<file path="src/rtl/riscv_muldiv_sequencer_if.sv">
// riscv_muldiv_sequencer_if: controller <-> RV32M sequencer handshake and result bus
interface riscv_muldiv_sequencer_if #(parameter int REG_WIDTH = 32);
    logic                 md_valid;
    logic [2:0]           md_funct3;
    logic [REG_WIDTH-1:0] md_op_a;
    logic [REG_WIDTH-1:0] md_op_b;
    logic                 ex_no_stay;
    logic [REG_WIDTH-1:0] md_result;
    logic                 md_done;
    modport master (output md_valid, md_funct3, md_op_a, md_op_b, input ex_no_stay, md_result, md_done);
    modport slave  (input md_valid, md_funct3, md_op_a, md_op_b, output ex_no_stay, md_result, md_done);
endinterface

</file>
<file path="src/rtl/riscv_muldiv_sequencer.sv">
// riscv_muldiv_sequencer: iterative RV32M shift-add multiplier / restoring divider; divider built only with MULDIV_DIV_EN
module riscv_muldiv_sequencer #(
    parameter int REG_WIDTH = 32,
    parameter int CNT_WIDTH = $clog2(REG_WIDTH) + 1
) (
    input logic clk,
    input logic rstn,
    riscv_muldiv_sequencer_if.slave bus
);
    localparam int W = REG_WIDTH;
    typedef enum logic [1:0] {IDLE, BUSY, DONE} state_t;
    state_t state;
    logic [CNT_WIDTH-1:0] cnt;
    logic [2*W-1:0] acc, acc_nxt, mul_step, div_step, prod_s;
    logic [W-1:0] opnd, a_mag, b_mag, q, r, res, result;
    logic [W:0] sum, sh, diff;
    logic [1:0] sel;
    logic dv, qneg, rneg, done, go, div_sel, sgn_a, sgn_b, a_neg, b_neg;
`ifdef MULDIV_DIV_EN
    assign div_sel = bus.md_funct3[2];
    assign go = bus.md_valid;
`else
    assign div_sel = 1'b0;
    assign go = bus.md_valid && !bus.md_funct3[2];
`endif
    assign sgn_a = !(bus.md_funct3[0] && (bus.md_funct3[1] || bus.md_funct3[2]));
    assign sgn_b = sgn_a && bus.md_funct3 != 3'b010;
    assign a_neg = sgn_a && bus.md_op_a[W-1];
    assign b_neg = sgn_b && bus.md_op_b[W-1];
    assign a_mag = a_neg ? -bus.md_op_a : bus.md_op_a;
    assign b_mag = b_neg ? -bus.md_op_b : bus.md_op_b;
    // acc holds {partial product | remainder, multiplier | dividend->quotient}
    assign sum = {1'b0, acc[2*W-1:W]} + {1'b0, acc[0] ? opnd : {W{1'b0}}};
    assign mul_step = {sum, acc[W-1:1]};
    assign sh = {acc[2*W-1:W], acc[W-1]};
    assign diff = sh - {1'b0, opnd};
    assign div_step = diff[W] ? {sh[W-1:0], acc[W-2:0], 1'b0} : {diff[W-1:0], acc[W-2:0], 1'b1};
    assign acc_nxt = dv ? div_step : mul_step;
    assign prod_s = qneg ? -acc_nxt : acc_nxt;
    assign q = acc_nxt[W-1:0];
    assign r = acc_nxt[2*W-1:W];
    // a zero divisor leaves the remainder as the dividend naturally; only the quotient needs forcing
    assign res = dv ? (sel[1] ? (rneg ? -r : r) : (opnd == '0 ? {W{1'b1}} : (qneg ? -q : q)))
                    : (sel == 2'b00 ? prod_s[W-1:0] : prod_s[2*W-1:W]);
    assign bus.ex_no_stay = !(rstn && go && state != DONE);
    assign bus.md_result = result;
    assign bus.md_done = done;
    always_ff @(posedge clk) begin
        if (!rstn) begin
            state <= IDLE;
            cnt <= '0;
            result <= '0;
            done <= 1'b0;
        end else begin
            case (state)
                IDLE: if (go) begin
                    opnd <= div_sel ? b_mag : a_mag;
                    acc <= {{W{1'b0}}, div_sel ? a_mag : b_mag};
                    dv <= div_sel;
                    sel <= bus.md_funct3[1:0];
                    qneg <= a_neg ^ b_neg;
                    rneg <= a_neg;
                    cnt <= '0;
                    state <= BUSY;
                end
                BUSY: if (!bus.md_valid) begin
                    state <= IDLE;
                end else begin
                    acc <= acc_nxt;
                    cnt <= cnt + 1'b1;
                    if (cnt == CNT_WIDTH'(W - 1)) begin
                        state <= DONE;
                        result <= res;
                        done <= 1'b1;
                    end
                end
                default: begin
                    state <= IDLE;
                    result <= '0;
                    done <= 1'b0;
                end
            endcase
        end
    end
endmodule

</file>
<file path="src/flat_wrapper.sv">
// flat-port wrapper written by rule: the top's interface ports become plain ports
module riscv_muldiv_sequencer_flat 
#(
    parameter int REG_WIDTH = 32,
    parameter int CNT_WIDTH = $clog2(REG_WIDTH) + 1
)
  (clk, rstn, bus_md_valid, bus_md_funct3, bus_md_op_a, bus_md_op_b, bus_ex_no_stay, bus_md_result, bus_md_done);
  riscv_muldiv_sequencer_if #(.REG_WIDTH(REG_WIDTH)) bus_i ();
  input logic clk;
  input logic rstn;
  input wire logic [$bits(bus_i.md_valid)-1:0] bus_md_valid;
  input wire logic [$bits(bus_i.md_funct3)-1:0] bus_md_funct3;
  input wire logic [$bits(bus_i.md_op_a)-1:0] bus_md_op_a;
  input wire logic [$bits(bus_i.md_op_b)-1:0] bus_md_op_b;
  output wire logic [$bits(bus_i.ex_no_stay)-1:0] bus_ex_no_stay;
  output wire logic [$bits(bus_i.md_result)-1:0] bus_md_result;
  output wire logic [$bits(bus_i.md_done)-1:0] bus_md_done;
  assign bus_i.md_valid = bus_md_valid;
  assign bus_i.md_funct3 = bus_md_funct3;
  assign bus_i.md_op_a = bus_md_op_a;
  assign bus_i.md_op_b = bus_md_op_b;
  assign bus_ex_no_stay = bus_i.ex_no_stay;
  assign bus_md_result = bus_i.md_result;
  assign bus_md_done = bus_i.md_done;
  riscv_muldiv_sequencer #(.REG_WIDTH(REG_WIDTH), .CNT_WIDTH(CNT_WIDTH)) u_core (.clk(clk), .rstn(rstn), .bus(bus_i));
endmodule
</file>
<file path="config.mk">
export PLATFORM = sky130hd
export DESIGN_NAME = riscv_muldiv_sequencer_flat
export DESIGN_NICKNAME = d
export VERILOG_FILES = /design/src/rtl/riscv_muldiv_sequencer_if.sv /design/src/rtl/riscv_muldiv_sequencer.sv /design/src/flat_wrapper.sv
export SDC_FILE = /design/constraint.sdc
export NUM_CORES = 1
export LEC_CHECK = 0
export ABC_AREA = 1
export CAP_MARGIN = 5
export CORE_UTILIZATION = 40
export DETAILED_ROUTE_END_ITERATION = 10
export PLACE_DENSITY = 0.67
export SLEW_MARGIN = 10
export SYNTH_ARGS = -nofsm -noshare
export SYNTH_HDL_FRONTEND = slang
export SYNTH_SLANG_ARGS = --single-unit
</file>
<file path="constraint.sdc">
create_clock -name clk -period 11.6 [get_ports clk]
set_clock_uncertainty 0.2 [all_clocks]
set_input_delay 3.48 -clock clk [delete_from_list [all_inputs] [get_ports clk]]
set_output_delay 3.48 -clock clk [all_outputs]
set_load 0.02 [all_outputs]
</file>
# Yosys cells after proc, flatten, opt, wreduce, memory -nomap -nowiden
# Index checks and enable logic that the tools add are counted.
# word_totals
register_bits	140
input_bits	70
elab_cells	63
# classes
add_sub_neg	5
n_eq_ne	8
mux	21
bitwise	2
reduce_logical	19
# ops
operator	n
$mux 32	6
$mux 64	3
$pmux 64 s2	1
$neg 32->32	2
$neg 64->64	1
$pmux 32 s2	1
$add 32x32->33	1
$mux 6	2
$pmux 6 s2	1
$reduce_and 3->1	3
$logic_and 1x1->1	7
$add 6x1->6 const B	1
$eq 6x5->1 const B	1
$mux 2	3
$ne 3x2->1 const B	2
$logic_not 2->1	2
$ne 2x1->1 const B	2
$ne 2x2->1 const B	2
$pmux 2 s2	1
$reduce_and 4->1	1
$logic_not 1->1	3
$eq 2x1->1 const B	1
$mux 1	2
$pmux 1 s2	1
5 further kinds	5

# Longest topological paths before layout
# depth
ltp_word	8
ltp_mapped	24

# Worst setup path after synthesis
# No wires, ideal clock.
# synth_path
path_type	in2out
startpoint	input bus_md_valid
endpoint	output bus_ex_no_stay
t_arrival_ns	3.821
t_required_ns	7.920
path_slack_ns	4.099
cell_stages	3
path_cell_list	inv_1 -> nor2_1 -> o211ai_1
# synth_between
elab_chain_len	4
# synth_rtl
item	line_no	rtl
from (decl)	flat_wrapper.sv:11	input wire logic [$bits(bus_i.md_valid)-1:0] bus_md_valid;
$logic_and 1x1->1	riscv_muldiv_sequencer.sv:24	assign go = bus.md_valid && !bus.md_funct3[2];
$logic_and 1x1->1 (2 in a row)	riscv_muldiv_sequencer.sv:45	assign bus.ex_no_stay = !(rstn && go && state != DONE);
$logic_not 1->1	riscv_muldiv_sequencer.sv:45	
to (decl)	flat_wrapper.sv:15	output wire logic [$bits(bus_i.ex_no_stay)-1:0] bus_ex_no_stay;
# Every way passes these cells.

# Worst setup path after layout
# Same ends and word-level chain as after synthesis.

==> metrics.md <==
| Metric | Value |
|---|---|
| Die area | `between 30000 and 40000 µm²` |
| Measured slew at the worst slew-check pin | `1.161 ns` |
| Max-cap violations | `0` |
| DRT Pass-1 Iters | `6` |
| Number of I/O pins | `104` |
| Drt via density | `5.140` |
| Final non-filler cell total | `2264` |
| Worst R2R Start | `u_core.acc[0]$_DFFE_PP_` |
| Hold Violations, Final | `0` |
| Gpl congestion | `0.9390` |
| Number of flops mapped to enable cells by yosys | `99` |
| Async SR Flop Fraction | `0%` |
| Placed cells | `2232` |
| Layout cells sized above 1 | `7.979%` |
| First-pass GRT wire length | `between 50 and 60 mm` |
| Worst hold slack | `roughly 0.26 ns` |
| Type of element launching the critical path | `input port` |
| Vias | `11640` |
| Netlist cell types | `52` |
| Drt total wl | `between 30 and 40 mm` |
| Clock sink count | `140` |
| RSZ-0062 raised after global routing | `no` |
| Placeable Area | `28780 µm²` |
| Register bit total from synthesis | `between 100 and 150` |
| Synth warnings | `0` |
| # setup viols final | `0` |
| Dominant synthesized flop cell | `edfxtp_1` |
| Critical path type | `input port to output pin` |
| Fill count | `2906` |
| CP max FO | `2` |
| Fin crit share | `72.90%` |
| Setup_tns | `0 ns` |
| Post-Syn Instances | `1782` |
| Total global routing overflow | `0` |
| Post-Syn Area | `between 10000 and 15000 µm²` |
| WHS Path Cells | `2` |
| Hold Crit Endpoint | `u_core.bus.md_result[9]$_SDFFE_PN0P_` |
| Mean area per synthesized cell | `6.600 µm²` |
| Outcome | `complete, no violations` |
| Area Growth Syn to Fin | `17.04%` |
| Synth top area share | `25.28%` |
| Critical path endpoint category | `output pin` |
| Max Slew Vio Count | `0` |
| Synthesized Nets | `1889` |
| CTS Buf Count | `17` |
| Most area-consuming cells after synthesis | `edfxtp_1 (25%), nand2_1 (17%), inv_1 (7.9%), dfxtp_1 (7.0%), nor2_1 (6.6%)` |
| Fmax | `around 0.12 GHz` |
| DP HPWL | `26.46 mm` |
| Min Clock Period, post-route | `~8.5 ns` |
| Largest net degree at the start of global routing | `67` |
| Maximum clock path buffer count | `2` |
| Relative slew slack | `22.52%` |
| RR Endpoint | `u_core.bus.md_result[18]$_SDFFE_PN0P_` |
| Fin nets | `approximately 2000` |
| Max rail drop VDD | `0.00006060 V` |
| TritonCTS clock tree | `done` |
| Reg-to-reg slack, setup | `7.57 ns` |
| HP Class | `flop to flop` |
| CTS Hold Bufs | `0` |
| Root Driver | `clkbuf_16` |
| Wire per inst | `approximately 15 µm` |
| Remaining antenna violation count | `0` |
| Critical path required time | `~8 ns` |
| Clk pin slew, worst setup/hold paths | `0.06 ns` |
| Initial antenna violation count | `0` |
| Initial DRC count | `roughly 1100` |
| Post-CTS Setup Inserts | `0` |
| Later-pin clock latency in the skew report | `0.43 ns` |
| Die W | `173.5 µm` |
| Power density over the cells | `101.9 nW/µm²` |
| Gr usage total | `23.02%` |
| Vias in the first global route | `10830` |
| Core Util, Final | `47.83%` |
| Worst Path Arrival | `4.78 ns` |
| Yosys top cell by area | `edfxtp_1` |
| Initial core utilization | `40.87%` |
| Pleak | `6.162 nW` |
| PortBufs | `~100` |
| Die height | `173.5 µm` |
| DRC Markers | `0` |
| Worst R2R Path Depth | `18` |
| # rows | `62` |
| H-tree Lvls | `4` |
| # diodes | `0` |
| Quantity of gates resized following cts | `0` |
| Register area share after synthesis | `32.26%` |
| HP Start | `u_core.bus.md_result[9]$_SDFFE_PN0P_` |
-- kinds of logic (layout without fill, tap and decap cells) --
| logic type | after synthesis | count (layout) | share of synthesized area [%] |
|---|---|---|---|
| AND/OR/NAND/NOR | 1003 | 1003 | 37.65 |
| buffers and inverters | 305 | 403 | 9.787 |
| AO/OA/AOI/OAI | 225 | 225 | 10.82 |
| flip-flops | 140 | 140 | 32.26 |
| adder cells (fa/ha/maj) | 37 | 37 | 4.000 |
| XOR/XNOR | 72 | 72 | 5.489 |
-- flip-flops by register name (all words and copies together) (netlist names) --
signal                cells
u_core.bus.md_result     32
u_core.state              2
u_core.qneg               1
u_core.sel                2
u_core.opnd              32
u_core.cnt                6
u_core.acc               64
u_core.bus.md_done        1
-- cells in the mapped netlist, types with 5 or more instances --
library cell	count
and2_1	5
ha_1	36
nand3_2	15
inv_2	9
o21ai_0	86
inv_1	249
nand2_1	531
clkbuf_1	38
a21oi_2	7
nor3_2	7
nor2_2	15
a21oi_1	86
nor3_1	29
or2_2	5
xnor2_1	26
nand4_1	19
nor4_1	7
nand3b_1	8
xor2_1	44
buf_2	5
edfxtp_1	99
o211ai_1	10
nor2_1	206
nand3_1	106
dfxtp_1	41
nand2_2	34
nand2_4	5
a31oi_1	6
-- worst max-delay path, stage by stage --
cell and delay (ns):
clkdlybuf4s50_1 0.48, inv_1 0.06, nor2_1 0.12, o211ai_1 0.10, clkdlybuf4s50_1 0.54
-- worst max-delay path by stage --
stage	cells after the start	start	slack, ns	to
after CTS	5	bus_md_valid	3.14	bus_ex_no_stay
after global routing	5	bus_md_valid	3.07	bus_ex_no_stay
after floorplan	3	bus_md_valid	4.10	bus_ex_no_stay
after detailed placement	5	bus_md_valid	3.15	bus_ex_no_stay
after global placement	5	bus_md_valid	3.14	bus_ex_no_stay
final	5	bus_md_valid	3.14	bus_ex_no_stay
-- stage by stage --
stage	power (mW)	setup WS (ns)	area [µm²]
after floorplan	0.7621	4.099	11760
after global placement	0.8493	3.144	13180
after detailed placement	0.8538	3.146	13180
after CTS	1.408	3.139	13770
after global routing	1.463	3.073	13770
final	1.402	3.144	13770
-- placed cells by master (no fill, tap or decap), types with 26 or more instances in the layout --
master	synthesis	routed
nand2_1	531	531
inv_1	249	249
nor2_1	206	203
nand3_1	106	106
clkdlybuf4s50_1	0	103
edfxtp_1	99	99
o21ai_0	86	86
a21oi_1	86	86
xor2_1	44	44
dfxtp_1	41	41
ha_1	36	36
nand2_2	34	34
nor3_1	29	29
xnor2_1	26	26
-- cell type report --
class,instances,area [µm²],area share (%)
clock inverter,7,48.80,0.3545
clock buffer,25,540.5,3.927
sequential,140,3794,27.56
timing repair buffer,110,1084,7.871
inverter,261,979.7,7.117
multi-input combinational,1337,6839,49.68
tap,384,480.5,3.490
-- report_power, final --
group / switching (mW) / internal (mW)
Sequential: 0.0108 / 0.558
Clock: 0.230 / 0.326
Combinational: 0.180 / 0.0978
Total: 0.421 / 0.982
-- per-layer routing --
layer  vias to the layer above  wire length, µm  global-route usage, %
li1                       5908                -                      -
met1                      5286            15020                  30.68
met2                       396            16060                  38.91
met3                        47             2364                  2.632
met4                         0              774                  7.117
met5                         -                0                      0
Note: power is estimated with default switching activity, not from simulation.
==> patch: new RTL, same settings <==
`REG_WIDTH` is set to 32 in 3 places; all go to 16.
--- a/src/rtl/riscv_muldiv_sequencer_if.sv
+++ b/src/rtl/riscv_muldiv_sequencer_if.sv
@@ -1,4 +1,4 @@
 // riscv_muldiv_sequencer_if: controller <-> RV32M sequencer handshake and result bus
-interface riscv_muldiv_sequencer_if #(parameter int REG_WIDTH = 32);
+interface riscv_muldiv_sequencer_if #(parameter int REG_WIDTH = 16);
     logic                 md_valid;
     logic [2:0]           md_funct3;
--- a/src/rtl/riscv_muldiv_sequencer.sv
+++ b/src/rtl/riscv_muldiv_sequencer.sv
@@ -1,5 +1,5 @@
 // riscv_muldiv_sequencer: iterative RV32M shift-add multiplier / restoring divider; divider built only with MULDIV_DIV_EN
 module riscv_muldiv_sequencer #(
-    parameter int REG_WIDTH = 32,
+    parameter int REG_WIDTH = 16,
     parameter int CNT_WIDTH = $clog2(REG_WIDTH) + 1
 ) (
--- a/src/flat_wrapper.sv
+++ b/src/flat_wrapper.sv
@@ -2,5 +2,5 @@
 module riscv_muldiv_sequencer_flat 
 #(
-    parameter int REG_WIDTH = 32,
+    parameter int REG_WIDTH = 16,
     parameter int CNT_WIDTH = $clog2(REG_WIDTH) + 1
 )
Ports: changed (resized bus_md_op_a, bus_md_op_b and bus_md_result); port bits go from 104 to 56. No check against the original RTL was run, so the function may have changed too.
==> patch against the unedited design <==
  * Area after synthesis fell by 53%
  * Global-route usage fell by 2.9 points
  * Register-to-register slack improved by 0.70 ns
  * Non-clock buffer count fell by 50
  * Wire length fell by 60%
  * Sequential cell count fell by 65
  * Count of clock-buffer cells in the layout fell by 11
  * Design area fell by 52%
  * Worst setup slack got worse by 0.077 ns
  * Fmax fell by 0.91%
  * Total power fell by 48%
  * Synthesized cell count fell by 55%
  * Clock power fell by 46%
  * Largest cell class unchanged
==> patch: results (changes against the unedited design) <==
| Metric | Value |
|---|---|
| First-pass GRT wire length | 22900 um (was 55300 um) |
| Worst hold path class | flip-flop to flip-flop (unchanged) |
| TritonCTS buffer count | 9 (was 17) |
| LEAKAGE | 2.97 nW (was 6.16 nW) |
| First-pass iteration count of the detailed router | 5 (was 6) |
| Port Buf Inserts | 55 (was 103) |
| CP top delay family | buffers and inverters (unchanged) |
| Post-CTS Repair Setup Buffers | 0 (unchanged) |
| CP max FO | 3 (was 2) |
| Worst VDD drop | 0.0000643 V (was 0.0000606 V) |
| Resize count post-CTS | 0 (unchanged) |
| Synth Warn # | 0 (unchanged) |
| Most frequent cells after synthesis | 218 x nand2_1, 107 x inv_1, 89 x nor2_1 (was 531 x nand2_1, 249 x inv_1, 206 x nor2_1) |
| Critical path class | input port to output port (unchanged) |
| Sequential area share after synthesis | 0.361 (was 0.323) |
| Crit path largest cell delay | 0.62 ns (was 0.54 ns) |
| Setup TNS | 0 ns (unchanged) |
| Number of flops mapped to enable cells by yosys | 51 (was 99) |
| Largest net degree at the start of global routing | 33 (was 67) |
| Status | finished clean (unchanged) |
| Relative slew slack | 0.444 (was 0.225) |
| Most flop-heavy register | u_core.acc (unchanged) |
| Fill cell count | 1350 (was 2906) |
| DR iter-0 viols | 288 (was 1063) |
| Mapped Nets | 861 (was 1889) |
| Final nets | 914 (was 1974) |
| Per-cell routed wire length | 13.3 um (was 15.1 um) |
| GPL Wtd Cong | 0.842 (was 0.939) |
| H-tree depth | 3 (was 4) |
| Max Slew Vio Count | 0 (unchanged) |
| Dominant synthesized flop cell | edfxtp_1 (unchanged) |
| Vias post-DR | 5269 (was 11600) |
| Number of global-route vias before repair | 4698 (was 10800) |
| Max reg flops | 32 (was 64) |
| Yosys cell types | 45 (was 52) |
| FFs w/ async S/R, synth | 0 (unchanged) |
| Root buf cell | clkbuf_16 (unchanged) |
| Initial antenna violation count | 0 (unchanged) |
| Number of diodes | 0 (unchanged) |
| Crit-path slowest cell | clkdlybuf4s50_1 (unchanged) |
| Fraction of layout cells with a size suffix above 1 | 0.0745 (was 0.0798) |
| Synth area leaders | edfxtp_1 27%, nand2_1 15%, dfxtp_1 8.6% (was edfxtp_1 25%, nand2_1 17%, inv_1 7.9%) |
| DPL Wire Length | 10600 um (was 26500 um) |
| Worst skew pair latency | 0.34 ns (was 0.43 ns) |
| Clk buf depth | 2 (unchanged) |
| Arrival time at the worst endpoint | 4.85 ns (was 4.78 ns) |
| Clock slew at reported path FFs | 0.06 ns (about the same) |
| Total Routing Usage GR | 0.201 (was 0.230) |
[patch: cell families after synthesis]
kind of cell / count (synthesis) / synth area share
AOI/OAI and AO/OA: 112 / 0.116
xor gates and xnor gates: 32 / 0.0516
adders and majority gates: 22 / 0.0507
buffers and inverters: 132 / 0.0900
DFF: 75 / 0.361
and+or+nand+nor: 428 / 0.331
[patch: final timing paths]
kind,cells past startpoint,startpoint,to,slack (ns)
worst max-delay path,4,bus_md_funct3[2],bus_ex_no_stay,3.07
worst min-delay path,2,u_core.bus.md_result[4]$_SDFFE_PN0P_,u_core.bus.md_result[4]$_SDFFE_PN0P_,0.26
worst max register to register,16,u_core.acc[0]$_DFFE_PP_,u_core.bus.md_result[12]$_SDFFE_PN0P_,8.27
worst min register to register,2,u_core.bus.md_result[4]$_SDFFE_PN0P_,u_core.bus.md_result[4]$_SDFFE_PN0P_,0.26
[patch: area by class of cell]
class,instances,share of cell area
multi-input cells,594,0.461
clock inverters,2,0.00170
clock buffers,14,0.0478
flip-flops and latches,75,0.303
well taps,176,0.0332
repair buffers,60,0.0885
inverters,114,0.0644
[patch: stage by stage]
step / instance area, um^2 / setup WS (ns) / total power [mW] / std cells / hold slack [ns]
2_1_floorplan: 5580 / 4.10 / 0.391 / 801 / 0.248
3_3_place_gp: 6310 / 3.07 / 0.431 / 1019 / 0.254
3_5_place_dp: 6310 / 3.06 / 0.433 / 1019 / 0.256
4_1_cts: 6640 / 3.06 / 0.730 / 1035 / 0.265
5_1_grt: 6640 / 3.02 / 0.756 / 1035 / 0.284
6_report: 6640 / 3.07 / 0.726 / 1035 / 0.263
[patch: worst register-to-register path, cell delays in order (launching register included)]
cell	delay [ns]
edfxtp_1	0.58
nand2_1	0.12
inv_1	0.05
ha_1	0.25
fa_1	0.46
nand3_1	0.14
nand3_2	0.13
nand2_1	0.10
nand2_2	0.08
xnor2_2	0.27
nand2_2	0.13
o21ai_4	0.23
nand3_1	0.09
nand2_1	0.07
nand3_1	0.10
nand2_1	0.13
a21oi_2	0.05
[patch: layer usage]
metal / routed length (um) / share of wire / vias to the layer above / track usage
met5: 0 / 0 / - / 0
met4: 316 / 0.023 / 0 / 0.0922
met3: 685 / 0.050 / 23 / 0.0181
met2: 6030 / 0.44 / 147 / 0.300
met1: 6740 / 0.49 / 2379 / 0.292
li1: - / - / 2720 / -
[patch: power breakdown]
part | switching, mW | internal (mW) | total (mW)
sequential | 0.00545 | 0.297 | 0.303
clock | 0.108 | 0.189 | 0.298
combinational | 0.0791 | 0.0465 | 0.126
total | 0.193 | 0.533 | 0.726
